<file path="config.mk">
export PLATFORM = sky130hd
export DESIGN_NAME = stress_signature_misr
export DESIGN_NICKNAME = d
export VERILOG_FILES = /design/src/rtl/stress_test_pkg.sv /design/src/rtl/signature_misr.sv /design/src/rtl/stress_signature_misr.sv
export SDC_FILE = /design/constraint.sdc
export NUM_CORES = 1
export LEC_CHECK = 0
export CAP_MARGIN = 20
export CELL_PAD_IN_SITES_DETAIL_PLACEMENT = 1
export CELL_PAD_IN_SITES_GLOBAL_PLACEMENT = 2
export CORE_MARGIN = 2
export CORE_UTILIZATION = 39
export CTS_CLUSTER_SIZE = 16
export DETAILED_ROUTE_END_ITERATION = 8
export PLACE_DENSITY = 0.82
export SKIP_LAST_GASP = 1
export SLEW_MARGIN = 20
export SYNTH_ARGS = -nofsm -noshare
export SYNTH_HDL_FRONTEND = slang
export SYNTH_SLANG_ARGS = --single-unit
export TNS_END_PERCENT = 50
</file>
<file path="constraint.sdc">
create_clock -name clk -period 9.6 [get_ports clk]
set_clock_uncertainty 0.05 [all_clocks]
set_input_delay 1.44 -clock clk [delete_from_list [all_inputs] [get_ports clk]]
set_output_delay 1.44 -clock clk [all_outputs]
set_load 0.005 [all_outputs]
</file>
<file path="src/rtl/stress_test_pkg.sv">
// Shared types and helpers for the stress-generator signature checker.
// Keeps the input width, MISR defaults and the held result layout in one place.
package stress_test_pkg;

   localparam int IN_W = 33;
   localparam int RESULT_TOGGLE_W = 32;
   localparam logic [31:0] DEFAULT_MISR_POLY = 32'h04C11DB7;
   localparam logic [31:0] DEFAULT_MISR_SEED = 32'hFFFFFFFF;

   // Toggle field is sized for the widest supported accumulator; the top truncates.
   typedef struct packed {
      logic [31:0]                signature;
      logic [RESULT_TOGGLE_W-1:0] toggles;
      logic                       overrun;
   } stress_result_t;

   function automatic logic [5:0] popcount33(input logic [IN_W-1:0] v);
      logic [5:0] c;
      c = '0;
      for (int i = 0; i < IN_W; i++) begin
         c = c + {5'b0, v[i]};
      end
      return c;
   endfunction

endpackage

</file>
<file path="src/rtl/signature_misr.sv">
// 32-bit multiple-input signature register with seed reload.
// sig_next_o exposes the post-step value so a window result can be captured on the reload edge.
module signature_misr #(
   parameter logic [31:0] POLY = 32'h04C11DB7,
   parameter logic [31:0] SEED = 32'hFFFFFFFF
) (
   input  logic        clk,
   input  logic        rst_n,
   input  logic        step_i,
   input  logic        seed_load_i,
   input  logic [31:0] fold_i,
   output logic [31:0] sig_o,
   output logic [31:0] sig_next_o
);

   logic [31:0] sig_q;

   assign sig_next_o = {sig_q[30:0], 1'b0} ^ (sig_q[31] ? POLY : 32'h0) ^ fold_i;
   assign sig_o      = sig_q;

   always_ff @(posedge clk or negedge rst_n) begin
      if (!rst_n) begin
         sig_q <= SEED;
      end else if (step_i) begin
         sig_q <= seed_load_i ? SEED : sig_next_o;
      end
   end

endmodule

</file>
<file path="src/rtl/stress_signature_misr.sv">
// Compacts the stress generator outputs into a per-window MISR signature and toggle count,
// offers each window result on a valid/ready port, and flags a generator that stopped switching.
module stress_signature_misr
   import stress_test_pkg::*;
#(
   parameter int unsigned WINDOW_CYCLES = 1024,
   parameter logic [31:0] MISR_POLY     = DEFAULT_MISR_POLY,
   parameter logic [31:0] MISR_SEED     = DEFAULT_MISR_SEED,
   parameter int unsigned STUCK_CYCLES  = 64,
   parameter int unsigned TOGGLE_WIDTH  = 24
) (
   input  logic                    clk,
   input  logic                    resetn,
   input  logic                    enable,
   input  logic                    dummy,
   input  logic [15:0]             dummy_address,
   input  logic [15:0]             dummy_data,
   output logic                    result_valid,
   input  logic                    result_ready,
   output logic [31:0]             result_signature,
   output logic [TOGGLE_WIDTH-1:0] result_toggles,
   output logic                    result_overrun,
   output logic                    stuck
);

   localparam int WCNT_W = $clog2(WINDOW_CYCLES + 1);
   localparam int SCNT_W = $clog2(STUCK_CYCLES + 1);
   localparam logic [WCNT_W-1:0] WIN_LAST  = WCNT_W'(WINDOW_CYCLES - 1);
   localparam logic [SCNT_W-1:0] STUCK_MAX = SCNT_W'(STUCK_CYCLES);

   logic [IN_W-1:0]         in_q, in_prev_q, in_prev_d;
   logic                    en_q, prev_valid_q, prev_valid_d;
   logic [TOGGLE_WIDTH-1:0] acc_q, acc_d, acc_next;
   logic [TOGGLE_WIDTH:0]   acc_sum;
   logic [WCNT_W-1:0]       wcnt_q, wcnt_d;
   logic [SCNT_W-1:0]       scnt_q, scnt_d;
   logic                    valid_q, valid_d;
   stress_result_t          res_q, res_d, cand;
   logic [5:0]              tog;
   logic [31:0]             fold, misr_sig, misr_next;
   logic                    win_done, xfer;
   logic                    unused_res_bits;

   always_ff @(posedge clk or negedge resetn) begin
      if (!resetn) begin
         in_q <= '0;
         en_q <= 1'b0;
      end else begin
         in_q <= {dummy, dummy_address, dummy_data};
         en_q <= enable;
      end
   end

   assign fold     = in_q[31:0] ^ {31'b0, in_q[IN_W-1]};
   assign win_done = en_q && (wcnt_q == WIN_LAST);
   assign xfer     = valid_q && result_ready;

   signature_misr #(
      .POLY (MISR_POLY),
      .SEED (MISR_SEED)
   ) u_misr (
      .clk         (clk),
      .rst_n       (resetn),
      .step_i      (en_q),
      .seed_load_i (win_done),
      .fold_i      (fold),
      .sig_o       (misr_sig),
      .sig_next_o  (misr_next)
   );

   // First update after reset or a pause has no valid predecessor to compare against.
   assign tog      = prev_valid_q ? popcount33(in_q ^ in_prev_q) : 6'd0;
   assign acc_sum  = {1'b0, acc_q} + (TOGGLE_WIDTH + 1)'(tog);
   assign acc_next = acc_sum[TOGGLE_WIDTH] ? '1 : acc_sum[TOGGLE_WIDTH-1:0];

   always_comb begin
      in_prev_d    = in_prev_q;
      prev_valid_d = 1'b0;
      acc_d        = acc_q;
      wcnt_d       = wcnt_q;
      scnt_d       = scnt_q;
      if (en_q) begin
         in_prev_d    = in_q;
         prev_valid_d = 1'b1;
         if (win_done) begin
            acc_d  = '0;
            wcnt_d = '0;
         end else begin
            acc_d  = acc_next;
            wcnt_d = wcnt_q + 1'b1;
         end
         if (tog != 6'd0) begin
            scnt_d = '0;
         end else if (prev_valid_q && (scnt_q != STUCK_MAX)) begin
            scnt_d = scnt_q + 1'b1;
         end
      end
   end

   always_comb begin
      cand.signature = misr_next;
      cand.toggles   = RESULT_TOGGLE_W'(acc_next);
      cand.overrun   = 1'b0;
      res_d          = res_q;
      valid_d        = valid_q;
      if (win_done && (!valid_q || xfer)) begin
         res_d   = cand;
         valid_d = 1'b1;
      end else if (win_done) begin
         res_d.overrun = 1'b1;
      end else if (xfer) begin
         valid_d       = 1'b0;
         res_d.overrun = 1'b0;
      end
   end

   always_ff @(posedge clk or negedge resetn) begin
      if (!resetn) begin
         in_prev_q    <= '0;
         prev_valid_q <= 1'b0;
         acc_q        <= '0;
         wcnt_q       <= '0;
         scnt_q       <= '0;
         valid_q      <= 1'b0;
         res_q        <= '0;
      end else begin
         in_prev_q    <= in_prev_d;
         prev_valid_q <= prev_valid_d;
         acc_q        <= acc_d;
         wcnt_q       <= wcnt_d;
         scnt_q       <= scnt_d;
         valid_q      <= valid_d;
         res_q        <= res_d;
      end
   end

   // Upper toggle bits and the live MISR value are not part of the output contract.
   assign unused_res_bits  = ^{res_q.toggles, misr_sig};

   assign result_valid     = valid_q;
   assign result_signature = res_q.signature;
   assign result_toggles   = res_q.toggles[TOGGLE_WIDTH-1:0];
   assign result_overrun   = res_q.overrun;
   assign stuck            = (scnt_q == STUCK_MAX);

endmodule

</file>
# Word level (Yosys, flattened, before mapping)
# Cells that the tools add are included.
# totals
regBits	200
output_inout_bits	59
elab_cells	81
input_bits	37
# op_classes
n_mux	14
eq_ne	4
bitwise	4
addsub	35
reduce_logical	12
# op_table
operator	n
adder 6 x 1 -> 6 bit	27
XOR 32 bit	2
2-to-1 mux 24 bit	2
XOR 33 bit	1
2-to-1 mux 32 bit	1
XOR 32 x 1 -> 32 bit	1
2-to-1 mux 27 bit	1
adder 24 x 6 -> 25 bit	1
2-to-1 mux 7 bit	2
adder 11 x 1 -> 11 bit (second input constant)	1
== test 11 x 10 -> 1 bit (second input constant)	1
2-to-1 mux 11 bit	1
adder 7 x 1 -> 7 bit (second input constant)	1
== test 7 bit (second input constant)	1
inequality test 7 bit (second input constant)	1
adder 5 x 1 -> 6 bit	1
2-to-1 mux 1 bit	6
2-to-1 mux 6 bit	1
nonzero test 6 bit	1
adder 4 x 1 -> 5 bit	1
adder 3 x 1 -> 4 bit	1
logical AND 1 bit	4
AND reduction 2 bit	2
nonzero test 2 bit	2
6 further kinds	6

# Depth between registers and ports, before layout
# logic_depth
depth_word	37
mapped_depth	24
ltp_nobuf	24

# By module
# Synthesis repeated with hierarchy kept, for this count alone.
# unflattened
cells_unflattened	875
hier_area_um2	9664.3
# by_module_without_submodules
module	area_per_inst_um2	cells_per_inst	seq_area_each_um2	n_inst
stress_signature_misr	7962.6	743	4204.0	1
signature_misr	1701.6	132	840.8	1

# Worst setup path before layout
# No wires, ideal clock.
# synth_path
path_kind	reg2reg
start	reg in_q[0]
end	reg res_q, in the netlist result_toggles[18]
required_ps	9458
setup_slack_ps	2661
period_less_slack_ps	6939
arrival_ps	6797
setup_ps	92
path_buffers	0
stages_incl_launch_ff	24
path_cell_list	dfrtp_1 xnor2_1 fa_1 inv_1 fa_1 fa_1 fa_1 inv_1 fa_1 fa_1 fa_1 fa_1 nor2b_1 o21ai_0 nand2_1 xor2_1 and2_1 ha_1 and2_4 a221oi_4 a21oi_4 and3_4 and3_1 o31ai_2
# synth_via
elab_chain_len	36
# synth_lines
item	line	text
start: declaration	stress_signature_misr.sv:31	logic [IN_W-1:0] in_q, in_prev_q, in_prev_d;
start signal: assignment	stress_signature_misr.sv:49	in_q <= {dummy, dummy_address, dummy_data};
XOR 33 bit	stress_signature_misr.sv:72	assign tog = prev_valid_q ? popcount33(in_q ^ in_prev_q) : 6'd0;
adder 1 x 1 -> 2 bit	stress_test_pkg.sv:21	c = c + {5'b0, v[i]};
adder 2 x 1 -> 3 bit	stress_test_pkg.sv:21	
adder 3 x 1 -> 4 bit	stress_test_pkg.sv:21	
adder 4 x 1 -> 5 bit	stress_test_pkg.sv:21	
adder 5 x 1 -> 6 bit	stress_test_pkg.sv:21	
adder 6 x 1 -> 6 bit (27 in series)	stress_test_pkg.sv:21	
2-to-1 mux 6 bit	stress_signature_misr.sv:72	
adder 24 x 6 -> 25 bit	stress_signature_misr.sv:73	assign acc_sum = {1'b0, acc_q} + (TOGGLE_WIDTH + 1)'(tog);
2-to-1 mux 24 bit	stress_signature_misr.sv:74	assign acc_next = acc_sum[TOGGLE_WIDTH] ? '1 : acc_sum[TOGGLE_WIDTH-1:0];
end signal: assignment	stress_signature_misr.sv:133	res_q <= res_d;
end: declaration	stress_signature_misr.sv:38	stress_result_t res_q, res_d, cand;
# Every way passes these cells.
# A chain may end at the register's enable or synchronous reset.

# Worst setup path in the final report
# layout_path
start	reg in_q[11]
end	reg acc_q[11]
# layout_via
elab_chain_len	27
# layout_lines
item	line	text
XOR 33 bit	stress_signature_misr.sv:72	
adder 6 x 1 -> 6 bit (22 in series)	stress_test_pkg.sv:21	
2-to-1 mux 6 bit	stress_signature_misr.sv:72	
adder 24 x 6 -> 25 bit	stress_signature_misr.sv:73	
2-to-1 mux 24 bit	stress_signature_misr.sv:74	
2-to-1 mux 24 bit	stress_signature_misr.sv:85	if (win_done) begin
end signal: assignment	stress_signature_misr.sv:121	acc_q <= '0;
end signal: assignment	stress_signature_misr.sv:129	acc_q <= acc_d;
end: declaration	stress_signature_misr.sv:33	logic [TOGGLE_WIDTH-1:0] acc_q, acc_d, acc_next;
# Every way passes these cells.

==> results.ini <==
[place]
io_buffer_count = 95
dpl.hpwl_um = 14800
preCtsSetupSlack_ns = 2.026
dp.cells = 1222
place.gp.congestion = 0.7833

[final_layout]
fin_nets = 995
fin_util = 0.4723
areaGrowthSynthToFinish_pct = 18.34
drive_above_1_share = 0.1914
nFillCells = 2607
final_cells = 1254
insertedDiodeCount = 0

[clocking]
cts_buffer_depth = 2
cts_resized = 0
ctsHtreeMaxLevel = 4
clock_sinks = 200
cts_tree = done
clk_latency_ns = 0.44
postCtsHoldBufs = 0
postCtsSetupRepairBufs = 0
cts_buffers = 17
root_buffer = clkbuf_16
path_clk_slew_ns = 0.07

[worst_setup_path]
cp-start-kind = flip-flop
cpLargestDelayFamily = adder cells
crit_required_ns = 9.91
path_max_fanout = 16
cp-startpoint = in_q[11]$_DFF_PN0_
path_class = reg -> reg
worst_setup_path_end_kind = flip-flop
critPathMaxStageDelay_ns = 0.77
endpoint = acc_q[11]$_DFFE_PN0P_
cp_data_arrival_time_ns = 7.89
reg2reg_depth = 24
worst_path_max_delay_cell = a211oi_4
cpMostUsedCell = fa_1
cp_num_buf_inv = 3
r2r_slack_ns = 2.02
cp_cell_sequence = xor2_1 > fa_1 > inv_1 > fa_1 > inv_1 > fa_1 > fa_1 > inv_1 > fa_1 > fa_1 > fa_1 > fa_1 > nor2b_1 > o21ai_0 > nand2_1 > xor2_1 > and2_1 > ha_1 > and2_4 > o211ai_2 > a211oi_4 > nor2b_1 > and3_1 > nor3_2
timing.rr.start = in_q[11]$_DFF_PN0_
crit_cells = 24
r2r-end = acc_q[11]$_DFFE_PN0P_

[min_path]
whs_path_depth = 2
min_path_type = reg -> reg

[global_routing]
grt_max_degree = 121
grt_pass1_wl_um = 37140
antenna_found_initial = 0
grt_pass1_vias = 6914
track_usage = 0.1802
gr-total-overflow = 0

[synth]
avgSynthCellArea_um2 = 11.69
postSynthCellCount = 835
synth_top_cells_by_count = 168 x dfrtp_1, 69 x nor2_1, 66 x xnor2_1, 63 x nand2_1, 43 x a31oi_1
synth_top_area_frac = 0.4306
synth_ff_type = dfrtp_1
syn_nets = 913
ys_ff_latch = 200
syn_area_mm2 = 0.009763
yosysSeqAreaShare = 0.5167
synthTopCellsByArea = dfrtp_1 43%, dfstp_2 8.6%, xnor2_1 5.9%, fa_1 5.3%, mux2_2 4.0%
synth_top_cell_by_area = dfrtp_1
async_flop_share = 1.000
synth_edf_count = 0
synth.distinct_cells = 65
yosysMostFrequentCell = dfrtp_1
ys_warn_count = 0

[run_status]
status = finished, final reports clean

[floorplan]
core_area_mm2 = 0.02446
die-area_mm2 = 0.02632
initial_core_util = 0.3991
io_pins = 96
num_rows = 57
die_h_um = 162.2
die_w_um = 162.2

[detailed_routing]
drc = 0
drt-total-wl_um = 22030
vias_per_cell = 5.065
drt-wirelength-per-cell_um = 17.57
dr.pass1.iters = 4
vias = 6351
drt_iter0_drc = 208
antenna_left = 0

[sta]
hold-worst-slack_ns = 0.4329
finalWorstSetupSlack_ns = 2.020
tightestPinTransition_ns = 1.021
finalCriticalPeriod_ns = 7.580
slew_headroom = 0.3191
period_share = 0.7895
timing.fmax_ghz = 0.1319
finalSetupTns_ns = 0
rsz0062_at_grt = no
hold_viol = 0
setup_viol = 0
drv_slew = 0

[flow_run]
drv_cap = 0

[power_and_ir_drop]
p_leak_nw = 4.806
ir_drop_uv = 301.1
powerDensity_mw_per_mm2 = 399.6

[layout by cell type (no fill, tap or decap), drive strengths merged, types with 4 or more instances in the layout]
cell,Yosys,final
and3,12,12
dfrtp,168,168
clkbuf,18,23
nand4,7,7
dfstp,32,32
o31ai,4,4
buf,19,5
nand3,12,12
a31oi,43,43
clkdlybuf4s50,0,94
nor2,71,71
ha,15,15
fa,26,26
inv,38,43
a21oi,41,41
nor4,4,4
and4,4,4
and2,7,7
a311oi,4,4
nor2b,8,8
nand2,65,65
o22ai,8,8
xnor2,66,66
o21ai,47,47
xor2,40,40
o21a,4,4
nor3,9,9
mux2,35,35
[worst register-to-register path: cells and delay by family (launching register included)]
family,cells,cell delay (ns)
adder cells (fa/ha/maj),9,4.32
AND/OR/NAND/NOR,7,1.27
AO/OA/AOI/OAI,3,1.04
flip-flops,1,0.41
XOR/XNOR,2,0.25
buffers and inverters,3,0.17
[cells by family (layout without fill, tap and decap cells)]
kind of cell	after synthesis	count (layout)	synth area share
xor+xnor	106	106	0.09509
flops	200	200	0.5167
compound gates	166	166	0.1261
buf+inv	75	170	0.03678
simple gates	210	210	0.1103
mux	37	37	0.04242
fa+ha+maj	41	41	0.07254
[flip-flops by register name, summed over array words and instances (netlist names)]
name,cells
result_toggles,24
in_prev_q,33
result_valid,1
wcnt_q,11
prev_valid_q,1
acc_q,24
result_signature,32
en_q,1
scnt_q,7
result_overrun,1
in_q,33
u_misr.sig_o,32
[power breakdown]
group          leakage, nW  internal, mW  switching, mW  total, mW
Clock                0.284         0.392          0.332      0.724
Combinational         2.31          1.20           1.59       2.79
Sequential            2.21         0.997          0.106       1.10
Total                 4.81          2.59           2.03       4.62
[per-stage QoR]
stage,area (um2),total power [mW]
after floorplan,9763,3.309
after global placement,10950,3.870
after detailed placement,10950,3.966
after CTS,11540,4.711
after global routing,11550,5.098
final,11550,4.617
[area by class of cell]
type	instances	area (um2)	share of cell area
Clock inverter	10	106.4	0.009205
Clock buffer	22	484.2	0.04191
Multi-Input combinational cell	560	4370	0.3783
Sequential cell	200	5049	0.4370
Tap cell	324	405.4	0.03509
Inverter	38	142.6	0.01235
Timing Repair Buffer	100	996.0	0.08620
[how the worst min path moves through the flow]
stage / slack, ns / endpoint / from
floorplan: 0.34 / prev_valid_q$_DFF_PN0_ / en_q$_DFF_PN0_
global placement: 0.42 / result_signature[23]$_DFFE_PN0P_ / result_signature[23]$_DFFE_PN0P_
detailed placement: 0.42 / result_toggles[3]$_DFFE_PN0P_ / result_toggles[3]$_DFFE_PN0P_
CTS: 0.44 / result_toggles[3]$_DFFE_PN0P_ / result_toggles[3]$_DFFE_PN0P_
global route: 0.46 / result_toggles[3]$_DFFE_PN0P_ / result_toggles[3]$_DFFE_PN0P_
finish: 0.43 / result_toggles[3]$_DFFE_PN0P_ / result_toggles[3]$_DFFE_PN0P_
[metal layers]
layer	part of all wire	track usage	vias to the layer above	wire (um)
li1	-	-	3011	-
met1	0.47	0.2515	3235	10390
met2	0.49	0.2973	91	10870
met3	0.026	0.02732	14	563
met4	0.0097	0.04385	0	214
met5	0	0	-	0
No activity file was read; power rests on OpenSTA's default activity.
